## src/rtl/ysyx_23060061_exec_sequencer_pkg.sv

```systemverilog
// Shared state encodings and decoder MemRW codes for the NPC execution sequencer.
package ysyx_23060061_exec_sequencer_pkg;

  localparam int unsigned STATE_W = 3;
  localparam int unsigned MEMRW_W = 2;

  typedef enum logic [STATE_W-1:0] {
    SEQ_FETCH  = 3'd0,
    SEQ_IWAIT  = 3'd1,
    SEQ_DECODE = 3'd2,
    SEQ_MREQ   = 3'd3,
    SEQ_MWAIT  = 3'd4,
    SEQ_WB     = 3'd5,
    SEQ_HALT   = 3'd6,
    SEQ_FAULT  = 3'd7
  } seqState_e;

  localparam logic [MEMRW_W-1:0] MEM_NONE = 2'b00;
  localparam logic [MEMRW_W-1:0] MEM_RD   = 2'b10;
  localparam logic [MEMRW_W-1:0] MEM_WR   = 2'b01;
  localparam logic [MEMRW_W-1:0] MEM_ILL  = 2'b11;

  // States that wait on an external bus handshake and are watched for hangs.
  function automatic logic isBusWait(input seqState_e s);
    return (s == SEQ_FETCH) || (s == SEQ_IWAIT) || (s == SEQ_MREQ) || (s == SEQ_MWAIT);
  endfunction

endpackage

```

## src/rtl/ysyx_23060061_exec_sequencer_watchdog.sv

```systemverilog
// Bus watchdog: counts enabled cycles since the last clear, flags when the count hits TIMEOUT.
module ysyx_23060061_watchdog #(
  parameter int unsigned TIMEOUT = 255,
  parameter int unsigned WD_W    = 8
) (
  input  logic clk,
  input  logic rst_n,
  input  logic clear,
  input  logic enable,
  output logic expired_c
);

  logic [WD_W-1:0] count;

  assign expired_c = (TIMEOUT != 0) && enable && (count == WD_W'(TIMEOUT));

  always_ff @(posedge clk or negedge rst_n) begin
    if (!rst_n) begin
      count <= '0;
    end else if (clear) begin
      count <= '0;
    end else if (enable && !expired_c) begin
      count <= count + WD_W'(1);
    end
  end

endmodule

```

## src/rtl/ysyx_23060061_exec_sequencer.sv

```systemverilog
// Multi-cycle fetch/decode/memory/writeback control FSM with commit gating,
// cycle/instret counters and a bus watchdog.
module ysyx_23060061_exec_sequencer
  import ysyx_23060061_exec_sequencer_pkg::*;
#(
  parameter int unsigned CNT_W   = 64,
  parameter int unsigned TIMEOUT = 255,
  parameter int unsigned WD_W    = 8
) (
  input  logic               clk,
  input  logic               rst_n,
  output logic               ifu_req_valid,
  input  logic               ifu_req_ready,
  input  logic               ifu_rsp_valid,
  input  logic               ifu_rsp_err,
  output logic               inst_we,
  input  logic [MEMRW_W-1:0] dec_mem_rw,
  input  logic               dec_reg_write,
  input  logic               dec_ebreak,
  output logic               lsu_req_valid,
  input  logic               lsu_req_ready,
  input  logic               lsu_rsp_valid,
  input  logic               lsu_rsp_err,
  output logic               lsu_rdata_we,
  output logic               rf_we,
  output logic               pc_we,
  output logic               halted,
  output logic               fault,
  output logic [CNT_W-1:0]   cycle_cnt,
  output logic [CNT_W-1:0]   instret_cnt
);

  seqState_e state;
  seqState_e stateNext;
  logic      memRead;
  logic      wdExpired;

  ysyx_23060061_watchdog #(
    .TIMEOUT(TIMEOUT),
    .WD_W   (WD_W)
  ) u_watchdog (
    .clk      (clk),
    .rst_n    (rst_n),
    .clear    (stateNext != state),
    .enable   (isBusWait(state)),
    .expired_c(wdExpired)
  );

  // Next-state and output decode; the watchdog overrides any other transition.
  always_comb begin
    stateNext     = state;
    ifu_req_valid = 1'b0;
    inst_we       = 1'b0;
    lsu_req_valid = 1'b0;
    lsu_rdata_we  = 1'b0;
    rf_we         = 1'b0;
    pc_we         = 1'b0;
    halted        = 1'b0;
    fault         = 1'b0;
    case (state)
      SEQ_FETCH: begin
        // Reset parks the FSM in FETCH; keep the request quiet while reset is held.
        ifu_req_valid = rst_n;
        if (ifu_req_ready) stateNext = SEQ_IWAIT;
      end
      SEQ_IWAIT: begin
        if (ifu_rsp_valid) begin
          if (ifu_rsp_err) begin
            stateNext = SEQ_FAULT;
          end else begin
            inst_we   = !wdExpired;
            stateNext = SEQ_DECODE;
          end
        end
      end
      SEQ_DECODE: begin
        if (dec_ebreak)                  stateNext = SEQ_HALT;
        else if (dec_mem_rw == MEM_ILL)  stateNext = SEQ_FAULT;
        else if (dec_mem_rw != MEM_NONE) stateNext = SEQ_MREQ;
        else                             stateNext = SEQ_WB;
      end
      SEQ_MREQ: begin
        lsu_req_valid = 1'b1;
        if (lsu_req_ready) stateNext = SEQ_MWAIT;
      end
      SEQ_MWAIT: begin
        if (lsu_rsp_valid) begin
          if (lsu_rsp_err) begin
            stateNext = SEQ_FAULT;
          end else begin
            lsu_rdata_we = memRead && !wdExpired;
            stateNext    = SEQ_WB;
          end
        end
      end
      SEQ_WB: begin
        rf_we     = dec_reg_write;
        pc_we     = 1'b1;
        stateNext = SEQ_FETCH;
      end
      SEQ_HALT:  halted = 1'b1;
      SEQ_FAULT: fault  = 1'b1;
      default:   stateNext = SEQ_FAULT;
    endcase
    if (wdExpired) stateNext = SEQ_FAULT;
  end

  // State register, read/write flag captured at decode, and performance counters.
  always_ff @(posedge clk or negedge rst_n) begin
    if (!rst_n) begin
      state       <= SEQ_FETCH;
      memRead     <= 1'b0;
      cycle_cnt   <= '0;
      instret_cnt <= '0;
    end else begin
      state <= stateNext;
      if (state == SEQ_DECODE) memRead <= (dec_mem_rw == MEM_RD);
      if ((state != SEQ_HALT) && (state != SEQ_FAULT)) cycle_cnt <= cycle_cnt + CNT_W'(1);
      if (state == SEQ_WB) instret_cnt <= instret_cnt + CNT_W'(1);
    end
  end

endmodule

```

## config.mk

```make
export PLATFORM = sky130hd
export DESIGN_NAME = ysyx_23060061_exec_sequencer
export DESIGN_NICKNAME = d
export VERILOG_FILES = /design/src/rtl/ysyx_23060061_exec_sequencer_pkg.sv /design/src/rtl/ysyx_23060061_exec_sequencer_watchdog.sv /design/src/rtl/ysyx_23060061_exec_sequencer.sv
export SDC_FILE = /design/constraint.sdc
export NUM_CORES = 1
export LEC_CHECK = 0
export CORE_ASPECT_RATIO = 0.8
export CORE_MARGIN = 3
export CORE_UTILIZATION = 53
export CTS_BUF_LIST = sky130_fd_sc_hd__clkbuf_4
export CTS_CLUSTER_SIZE = 14
export DETAILED_ROUTE_END_ITERATION = 10
export PLACE_DENSITY = 0.9
export SLEW_MARGIN = 20
export SYNTH_ARGS = -nofsm -noshare
export SYNTH_HDL_FRONTEND = slang
export SYNTH_SLANG_ARGS = --single-unit
```

## constraint.sdc

```tcl
create_clock -name clk -period 2.42 [get_ports clk]
set_input_delay 0.484 -clock clk [delete_from_list [all_inputs] [get_ports clk]]
set_output_delay 0.484 -clock clk [all_outputs]
set_load 0.005 [all_outputs]
```

==> flow_summary.html, run 1 <==
<table>
<tr><th>Metric</th><th>Value</th></tr>
<tr><th colspan="2">Clock tree</th></tr>
<tr><td>Hold bufs inserted after CTS</td><td>0</td></tr>
<tr><td>Worst-Skew Late Latency</td><td>0.57 ns</td></tr>
<tr><td>Number of buffers created by CTS</td><td>17</td></tr>
<tr><td>Maximum level of the CTS H-tree</td><td>4</td></tr>
<tr><td>Clock net sink count</td><td>140</td></tr>
<tr><td>Clock tree from TritonCTS</td><td>yes</td></tr>
<tr><td>Clock root buffer master</td><td>sky130_fd_sc_hd__clkbuf_4</td></tr>
<tr><td>Maximum count of clock buffers along a single path</td><td>2</td></tr>
<tr><td>Post-CTS clock slew at the launch and capture registers of the worst setup and hold paths</td><td>0.12 ns</td></tr>
<tr><th colspan="2">Yosys</th></tr>
<tr><td>Yosys cell types</td><td>47</td></tr>
<tr><td>Synth top cells by count</td><td>140 x sky130_fd_sc_hd__dfrtp_1, 75 x sky130_fd_sc_hd__xnor2_1, 57 x sky130_fd_sc_hd__nand2_1, 57 x sky130_fd_sc_hd__nand3_1, 53 x sky130_fd_sc_hd__xor2_1</td></tr>
<tr><td>Share of async-settable or async-resettable flops after synthesis</td><td>100%</td></tr>
<tr><td>Top-count cell post-synth</td><td>sky130_fd_sc_hd__dfrtp_1</td></tr>
<tr><td>Synth Area per Inst</td><td>10.3 um2</td></tr>
<tr><td>Number of enable flip-flop cells after synthesis</td><td>0</td></tr>
<tr><td>Synthesis warning total</td><td>0</td></tr>
<tr><td>Syn_nets</td><td>675</td></tr>
<tr><td>Cells after synthesis</td><td>658</td></tr>
<tr><td>Cell accounting for the most synthesized area</td><td>sky130_fd_sc_hd__dfrtp_1</td></tr>
<tr><td>Main synth FF type</td><td>sky130_fd_sc_hd__dfrtp_1</td></tr>
<tr><td>Cell types with the largest area share after synthesis</td><td>sky130_fd_sc_hd__dfrtp_1 51%, sky130_fd_sc_hd__xnor2_1 9.6%, sky130_fd_sc_hd__xor2_1 6.8%, sky130_fd_sc_hd__nand3_1 4.2%, sky130_fd_sc_hd__nand4_1 3.6%</td></tr>
<tr><td>Number of synthesized register bits</td><td>140</td></tr>
<tr><td>Sequential-to-total area share from yosys stat</td><td>51.5%</td></tr>
<tr><td>Mapped Area</td><td>6810 um2</td></tr>
<tr><td>Share of Yosys cell area claimed by the top area cell type</td><td>51.5%</td></tr>
<tr><th colspan="2">GRT</th></tr>
<tr><td>Wire length of the first global-routing pass</td><td>29500 um</td></tr>
<tr><td>Initial antenna violation count</td><td>1</td></tr>
<tr><td>Global route total overflow</td><td>0</td></tr>
<tr><td>Total track usage</td><td>25.9%</td></tr>
<tr><td>Pin count of the biggest net entering global routing</td><td>72</td></tr>
<tr><td>Number of global-route vias before repair</td><td>5776</td></tr>
<tr><th colspan="2">Placed design</th></tr>
<tr><td>Dpl ws</td><td>-0.589 ns</td></tr>
<tr><td>Final estimated routing congestion in global placement</td><td>0.896</td></tr>
<tr><td>Count of buffers from port buffering</td><td>147</td></tr>
<tr><td>Area after DPL</td><td>8600 um2</td></tr>
<tr><td>Final HPWL DP</td><td>12900 um</td></tr>
<tr><th colspan="2">Floorplanning</th></tr>
<tr><td>Die Y</td><td>107 um</td></tr>
<tr><td>Area of the die</td><td>14300 um2</td></tr>
<tr><td>Core region area</td><td>12400 um2</td></tr>
<tr><td>Number of placement rows</td><td>36</td></tr>
<tr><td>DIE WIDTH</td><td>133 um</td></tr>
<tr><td>Starting Density</td><td>55.0%</td></tr>
<tr><td>I/O pin cnt</td><td>148</td></tr>
<tr><th colspan="2">STA</th></tr>
<tr><td>Final worst-path cycle share</td><td>101%</td></tr>
<tr><td>Remaining max-slew budget at the tightest pin</td><td>40.2%</td></tr>
<tr><td>Highest attainable clock frequency</td><td>407 MHz</td></tr>
<tr><td>Final Hold Vio Count</td><td>0</td></tr>
<tr><td>Worst Setup Slack, final</td><td>-0.0341 ns</td></tr>
<tr><td>Final-layout worst hold slack</td><td>0.154 ns</td></tr>
<tr><td>Final slew viol count</td><td>0</td></tr>
<tr><td>Count of final setup violators</td><td>1</td></tr>
<tr><td>Final min period</td><td>2.45 ns</td></tr>
<tr><td>Slew at the pin closest to its max-slew limit</td><td>0.897 ns</td></tr>
<tr><td>Fin Clk Skew</td><td>0.0226 ns</td></tr>
<tr><td>RSZ-0062 raised after global routing</td><td>true</td></tr>
<tr><th colspan="2">Route</th></tr>
<tr><td>ANT nets after route</td><td>0</td></tr>
<tr><td>Via count of the routed design</td><td>5933</td></tr>
<tr><td>Routed Wire Length</td><td>18400 um</td></tr>
<tr><td>DRT Pass-1 Iters</td><td>5</td></tr>
<tr><td>Final routed wire length divided by cell count</td><td>17.7 um</td></tr>
<tr><td>DRC violation total after the first TritonRoute iteration</td><td>522</td></tr>
<tr><td>Remaining DRCs</td><td>0</td></tr>
<tr><td>Via density per instance</td><td>5.71</td></tr>
<tr><th colspan="2">Pwr</th></tr>
<tr><td>Static leakage power</td><td>4.02 nW</td></tr>
<tr><td>Worst-case vdd ir drop</td><td>0.383 mV</td></tr>
<tr><td>PD cells</td><td>427 nW/um2</td></tr>
<tr><th colspan="2">Run status</th></tr>
<tr><td>Outcome</td><td>finished with violations</td></tr>
<tr><td>Violations in the final reports</td><td>negative setup slack</td></tr>
<tr><th colspan="2">Final layout</th></tr>
<tr><td>Count of nets after finishing</td><td>871</td></tr>
<tr><td>Post-route cell area</td><td>9140 um2</td></tr>
<tr><td>Util after Layout</td><td>73.8%</td></tr>
<tr><td>Layout area overhead</td><td>34.3%</td></tr>
<tr><td>Proportion of layout cells with a drive suffix above 1</td><td>12.4%</td></tr>
<tr><td>Fill cell total of the finished layout</td><td>811</td></tr>
<tr><th colspan="2">Worst setup path</th></tr>
<tr><td>Endpoint type of the worst setup path</td><td>output port</td></tr>
<tr><td>Crit path arrival time</td><td>1.97 ns</td></tr>
<tr><td>Required @ worst endpoint</td><td>1.94 ns</td></tr>
<tr><td>Startpoint type of the worst setup path</td><td>flip-flop</td></tr>
<tr><td>CP Max Fanout</td><td>3</td></tr>
<tr><td>Type of the worst setup path</td><td>flip-flop to output port</td></tr>
<tr><th colspan="2">Flow run</th></tr>
<tr><td>Count of max-cap constraint violations</td><td>0</td></tr>
<tr><th colspan="2">Worst hold path</th></tr>
<tr><td>Kind of path behind the tightest hold check</td><td>primary input to async pin</td></tr>
</table>
==> sequential cells by signal (all words and copies together), names as in the netlist <==
name / count
instret_cnt: 64
memRead: 1
cycle_cnt: 64
state: 3
u_watchdog.count: 8
==> power by group <==
part,total (mW),switching (mW),leakage (nW),internal [mW]
Combinational,0.0806,0.0566,1.94,0.0241
Sequential,2.34,0,1.94,2.34
Clock,1.49,0.865,0.140,0.620
Total,3.90,0.922,4.02,2.98
==> worst paths after layout <==
check / startpoint / endpoint / slack, ns / depth (start not counted)
worst max-delay path: u_watchdog.count[1] / lsu_rdata_we / -0.03 / 7
worst min-delay path: rst_n / instret_cnt[22] / 0.15 / 2
worst max register to register: state[1] / cycle_cnt[23] / 0.07 / 8
worst min register to register: cycle_cnt[63] / cycle_cnt[63] / 0.48 / 1
max in group asynchronous: rst_n / memRead / 1.66 / 2
min in group clk: cycle_cnt[63] / cycle_cnt[63] / 0.48 / 1
==> routing by layer <==
metal	part of all wire, %	global-route usage [%]
met4	2.1	9.12
met1	43	35.0
met3	7.3	7.76
met5	0	0
met2	48	40.2
==> logic make-up after synthesis <==
kind of cell,synth area share [%]
buffers and inverters,2.02
xor gates and xnor gates,16.5
muxes,1.10
adders and majority gates,0.919
and+or+nand+nor,26.0
DFF,51.5
AOI/OAI and AO/OA,2.02
==> layout by cell type, fill, tap and decap left out, types with 4 or more instances in the layout <==
cell                              count
sky130_fd_sc_hd__a21oi_1              4
sky130_fd_sc_hd__xor2_1              53
sky130_fd_sc_hd__nor2_1              38
sky130_fd_sc_hd__inv_1               19
sky130_fd_sc_hd__buf_4               38
sky130_fd_sc_hd__nand2_1             57
sky130_fd_sc_hd__nand4_1             39
sky130_fd_sc_hd__clkbuf_4            19
sky130_fd_sc_hd__ha_1                 4
sky130_fd_sc_hd__and3_1              18
sky130_fd_sc_hd__and4_1              13
sky130_fd_sc_hd__xnor2_1             75
sky130_fd_sc_hd__nor3_1              33
sky130_fd_sc_hd__nand3_1             56
sky130_fd_sc_hd__a31oi_1              4
sky130_fd_sc_hd__and2_1              13
sky130_fd_sc_hd__nor2b_1              4
sky130_fd_sc_hd__dlygate4sd2_1        5
sky130_fd_sc_hd__nor4_2               4
sky130_fd_sc_hd__dfrtp_1            140
sky130_fd_sc_hd__nor4_1              22
sky130_fd_sc_hd__clkdlybuf4s50_1    138
sky130_fd_sc_hd__buf_6                5
==> worst max-delay path: stages, from the launching register on <==
cell	delay (ns)
sky130_fd_sc_hd__dfrtp_1	0.42
sky130_fd_sc_hd__ha_4	0.18
sky130_fd_sc_hd__nand3_4	0.09
sky130_fd_sc_hd__nor4_4	0.31
sky130_fd_sc_hd__buf_4	0.17
sky130_fd_sc_hd__buf_6	0.09
sky130_fd_sc_hd__nor4_2	0.04
sky130_fd_sc_hd__buf_2	0.12
==> timing repair <==
item / CTS / global route
gates cloned: 0 / 0
buffers inserted: 13 / 8
setup endpoints to repair: 8 / 18
gates resized for setup: 32 / 10
hold endpoints to repair: 0 / 0
pin swaps: 2 / 4
==> layout make-up <==
cell class	instances	area (um2)	share of cell area [%]
clock buffer	19	143	1.56
multi-input combinational	484	3270	35.8
inverter	21	81.3	0.890
timing repair buffer	190	1800	19.7
tap	171	214	2.34
clock inverter	12	123	1.34
antenna	2	5.00	0.0547
sequential	140	3500	38.3
==> metrics by stage <==
stage	instances	TNS [ns]	power, mW
floorplan	658	0	2.39
global placement	985	-3.27	2.46
detailed placement	985	-4.12	2.47
CTS	1029	-0.189	3.92
global route	1039	-0.506	4.04
finish	1039	-0.0341	3.90
(Power assumes the default switching activity.)
==> run 2: changes to the inputs <==
- CORE_MARGIN: 3 -> 4
- TNS_END_PERCENT: not set -> 100
==> flow_summary.html, run 2 (synthesis gave the netlist of run 1 again) <==
<table>
<tr><th>Metric</th><th>Value</th></tr>
<tr><th colspan="2">Pwr</th></tr>
<tr><td>Internal power consumption</td><td>3.07 mW (+3.0%)</td></tr>
<tr><td>Sequential cell fraction of total power</td><td>59.4% (-0.5 points)</td></tr>
<tr><td>Comb pwr share</td><td>2.0% (about the same)</td></tr>
<tr><td>Switching fraction of total power</td><td>21.9% (-1.7 points)</td></tr>
<tr><td>Overall Power</td><td>3.94 mW (+0.78%)</td></tr>
<tr><td>Static leakage power</td><td>4.02 nW (about the same)</td></tr>
<tr><td>PD cells</td><td>430 nW/um2 (+0.75%)</td></tr>
<tr><td>Psw</td><td>0.862 mW (-6.5%)</td></tr>
<tr><td>Power share of the clock group</td><td>38.6% (+0.6 points)</td></tr>
<tr><td>Worst-case vdd ir drop</td><td>0.286 mV (-25%)</td></tr>
<tr><th colspan="2">Placed design</th></tr>
<tr><td>Final estimated routing congestion in global placement</td><td>0.931 (+3.9%)</td></tr>
<tr><td>Count of buffers from port buffering</td><td>147 (unchanged)</td></tr>
<tr><td>Area after DPL</td><td>8620 um2 (+0.17%)</td></tr>
<tr><td>Final HPWL DP</td><td>13300 um (+3.0%)</td></tr>
<tr><th colspan="2">GRT</th></tr>
<tr><td>Initial antenna violation count</td><td>1 (unchanged)</td></tr>
<tr><td>Total track usage</td><td>25.9% (-0.064 points)</td></tr>
<tr><td>Number of global-route vias before repair</td><td>6036 (+4.5%)</td></tr>
<tr><td>Wire length of the first global-routing pass</td><td>30400 um (+3.0%)</td></tr>
<tr><td>Global route total overflow</td><td>0 (unchanged)</td></tr>
<tr><td>Pin count of the biggest net entering global routing</td><td>76 (+5.6%)</td></tr>
<tr><th colspan="2">Final layout</th></tr>
<tr><td>Area occupied by multi-input gates</td><td>3270 um2 (unchanged)</td></tr>
<tr><td>Layout area overhead</td><td>34.3% (about the same)</td></tr>
<tr><td>Count of nets after finishing</td><td>871 (unchanged)</td></tr>
<tr><td>Largest registers</td><td>cycle_cnt: 64 flops, instret_cnt: 64 flops, u_watchdog.count: 8 flops</td></tr>
<tr><td>Commonest cells after routing, fill and taps aside</td><td>138 x sky130_fd_sc_hd__dfrtp_1, 138 x sky130_fd_sc_hd__clkdlybuf4s50_1, 75 x sky130_fd_sc_hd__xnor2_1, 56 x sky130_fd_sc_hd__nand2_1, 56 x sky130_fd_sc_hd__nand3_1</td></tr>
<tr><td>Storage cell area</td><td>3510 um2 (about the same)</td></tr>
<tr><td>Proportion of layout cells with a drive suffix above 1</td><td>12.5% (+0.14 points)</td></tr>
<tr><td>Fill cell total of the finished layout</td><td>815 (+0.49%)</td></tr>
<tr><td>Post-route cell area</td><td>9150 um2 (about the same)</td></tr>
<tr><th colspan="2">Route</th></tr>
<tr><td>Final routed wire length divided by cell count</td><td>17.8 um (+0.34%)</td></tr>
<tr><td>Routed wl met2</td><td>8920 um (+1.9%)</td></tr>
<tr><td>Total met3 wirelength after detailed routing</td><td>1450 um (+7.7%)</td></tr>
<tr><td>ANT nets after route</td><td>0 (unchanged)</td></tr>
<tr><td>Metal1 wirelength</td><td>7710 um (-2.6%)</td></tr>
<tr><td>Remaining DRCs</td><td>0 (unchanged)</td></tr>
<tr><td>DRT Pass-1 Iters</td><td>5 (unchanged)</td></tr>
<tr><td>Routed Wire Length</td><td>18400 um (about the same)</td></tr>
<tr><td>Via density per instance</td><td>5.75 (+0.73%)</td></tr>
<tr><td>DRC violation total after the first TritonRoute iteration</td><td>482 (-7.7%)</td></tr>
<tr><td>Via count of the routed design</td><td>5959 (+0.44%)</td></tr>
<tr><td>Uppermost layer routed</td><td>met4</td></tr>
<tr><th colspan="2">STA</th></tr>
<tr><td>Final slew viol count</td><td>0 (unchanged)</td></tr>
<tr><td>Count of final setup violators</td><td>0 (-1)</td></tr>
<tr><td>Final min period</td><td>2.37 ns (-0.0828 ns)</td></tr>
<tr><td>Remaining max-slew budget at the tightest pin</td><td>39.4% (-0.82 points)</td></tr>
<tr><td>Fin Clk Skew</td><td>0.0184 ns (-0.00416 ns)</td></tr>
<tr><td>Final Hold Vio Count</td><td>0 (unchanged)</td></tr>
<tr><td>Highest attainable clock frequency</td><td>422 MHz (+3.5%)</td></tr>
<tr><td>RSZ-0062 raised after global routing</td><td>true</td></tr>
<tr><td>Final worst-path cycle share</td><td>98.0% (-3.4 points)</td></tr>
<tr><td>Sum of negative setup slack</td><td>0 ns (+0.0341 ns)</td></tr>
<tr><td>Slew at the pin closest to its max-slew limit</td><td>0.909 ns (+0.0123 ns)</td></tr>
<tr><th colspan="2">Run status</th></tr>
<tr><td>Outcome</td><td>complete, no violations</td></tr>
<tr><th colspan="2">Worst hold path</th></tr>
<tr><td>Kind of path behind the tightest hold check</td><td>primary input to async pin</td></tr>
<tr><th colspan="2">Clock tree</th></tr>
<tr><td>Maximum count of clock buffers along a single path</td><td>2 (unchanged)</td></tr>
<tr><td>Worst-Skew Late Latency</td><td>0.55 ns (-0.02 ns)</td></tr>
<tr><td>Maximum level of the CTS H-tree</td><td>4 (unchanged)</td></tr>
<tr><td>Post-CTS clock slew at the launch and capture registers of the worst setup and hold paths</td><td>0.12 ns (about the same)</td></tr>
<tr><td>Clock net sink count</td><td>140 (unchanged)</td></tr>
<tr><td>Number of buffers created by CTS</td><td>17 (unchanged)</td></tr>
<tr><td>Clock tree from TritonCTS</td><td>yes</td></tr>
<tr><td>Clock root buffer master</td><td>sky130_fd_sc_hd__clkbuf_4</td></tr>
<tr><th colspan="2">Worst setup path</th></tr>
<tr><td>Crit path arrival time</td><td>1.89 ns (-0.08 ns)</td></tr>
<tr><td>Reg2Reg Depth</td><td>5 (-3)</td></tr>
<tr><td>Endpoint type of the worst setup path</td><td>output port</td></tr>
<tr><td>Required @ worst endpoint</td><td>1.94 ns (about the same)</td></tr>
<tr><td>Startpoint type of the worst setup path</td><td>flip-flop</td></tr>
<tr><td>Type of the worst setup path</td><td>flip-flop to output port</td></tr>
<tr><td>CP Max Fanout</td><td>4 (+1)</td></tr>
<tr><th colspan="2">Floorplanning</th></tr>
<tr><td>Die Y</td><td>109 um (+1.9%)</td></tr>
<tr><td>Core region area</td><td>12400 um2 (unchanged)</td></tr>
<tr><td>Area of the die</td><td>14700 um2 (+3.4%)</td></tr>
<tr><td>I/O pin cnt</td><td>148 (unchanged)</td></tr>
<tr><td>Number of placement rows</td><td>36 (unchanged)</td></tr>
<tr><td>Starting Density</td><td>55.0% (unchanged)</td></tr>
<tr><td>DIE WIDTH</td><td>135 um (+1.5%)</td></tr>
<tr><th colspan="2">Flow run</th></tr>
<tr><td>Count of max-cap constraint violations</td><td>0 (unchanged)</td></tr>
</table>
[run 2: changes by cell type in the layout (fill, tap and decap cells not counted), moves of 2 or more]
cell and delta:
sky130_fd_sc_hd__clkinvlp_4 -3, sky130_fd_sc_hd__a211oi_1 -2, sky130_fd_sc_hd__a211oi_2 +2, sky130_fd_sc_hd__dfrtp_1 -2, sky130_fd_sc_hd__dfrtp_2 +2
[run 2: power groups by stage]
stage | registers [mW] | clock network, mW | logic (mW)
3_3_place_gp | 2.38 | 0 | 0.0788
2_1_floorplan | 2.38 | 0 | 0.00754
6_report | 2.34 | 1.52 | 0.0797
4_1_cts | 2.34 | 1.54 | 0.0828
5_1_grt | 2.34 | 1.65 | 0.0926
3_5_place_dp | 2.38 | 0 | 0.0826
[run 2: worst max-delay path, stage by stage, from the launching register on]
cell,delay [ns]
sky130_fd_sc_hd__dfrtp_1,0.43
sky130_fd_sc_hd__ha_4,0.19
sky130_fd_sc_hd__nand3_2,0.08
sky130_fd_sc_hd__nor4_2,0.05
sky130_fd_sc_hd__buf_4,0.14
sky130_fd_sc_hd__buf_6,0.12
sky130_fd_sc_hd__nor4_4,0.18
sky130_fd_sc_hd__buf_2,0.14
[run 2: final timing paths]
kind,startpoint,end,slack [ns]
hold reg to reg,instret_cnt[63],instret_cnt[63],0.47
max in group asynchronous,rst_n,u_watchdog.count[3],1.65
setup / recovery,u_watchdog.count[1],lsu_rdata_we,0.05
min in group clk,instret_cnt[63],instret_cnt[63],0.47
hold / removal,rst_n,instret_cnt[15],0.14
setup reg to reg,instret_cnt[35],instret_cnt[56],0.14
[run 2: area by class of cell]
class	count	area share, %
sequential	140	38.3
antenna	1	0.0274
timing repair buffer	190	19.7
clock buffer	19	1.56
multi-input combinational	484	35.8
clock inverter	10	1.37
inverter	21	0.889
tap	171	2.34
[run 2: layer usage]
layer / vias to the layer above / track usage (%)
met3: 45 / 7.55
met2: 270 / 42.2
met5: - / 0
li1: 2719 / -
met1: 2925 / 33.7
met4: 0 / 8.28
[run 2: per-stage QoR]
stage | util, % | setup slack, ns | hold WS, ns | std cells
after floorplan | - | 0.0912 | 0.188 | 658
after global placement | 69.6 | -0.462 | 0.456 | 987
after detailed placement | 69.6 | -0.627 | 0.464 | 987
after CTS | 73.0 | -0.0712 | 0.143 | 1030
after global routing | 73.8 | -0.0526 | 0.181 | 1036
final | 73.8 | 0.0487 | 0.141 | 1036
[run 2: repair_timing]
action                                  in CTS  in global routing
setup buffers                               14                  5
pin swaps                                    2                  3
endpoints found under the setup margin      10                 13
resized for setup                           35                 14
hold buffers                                 0                  0
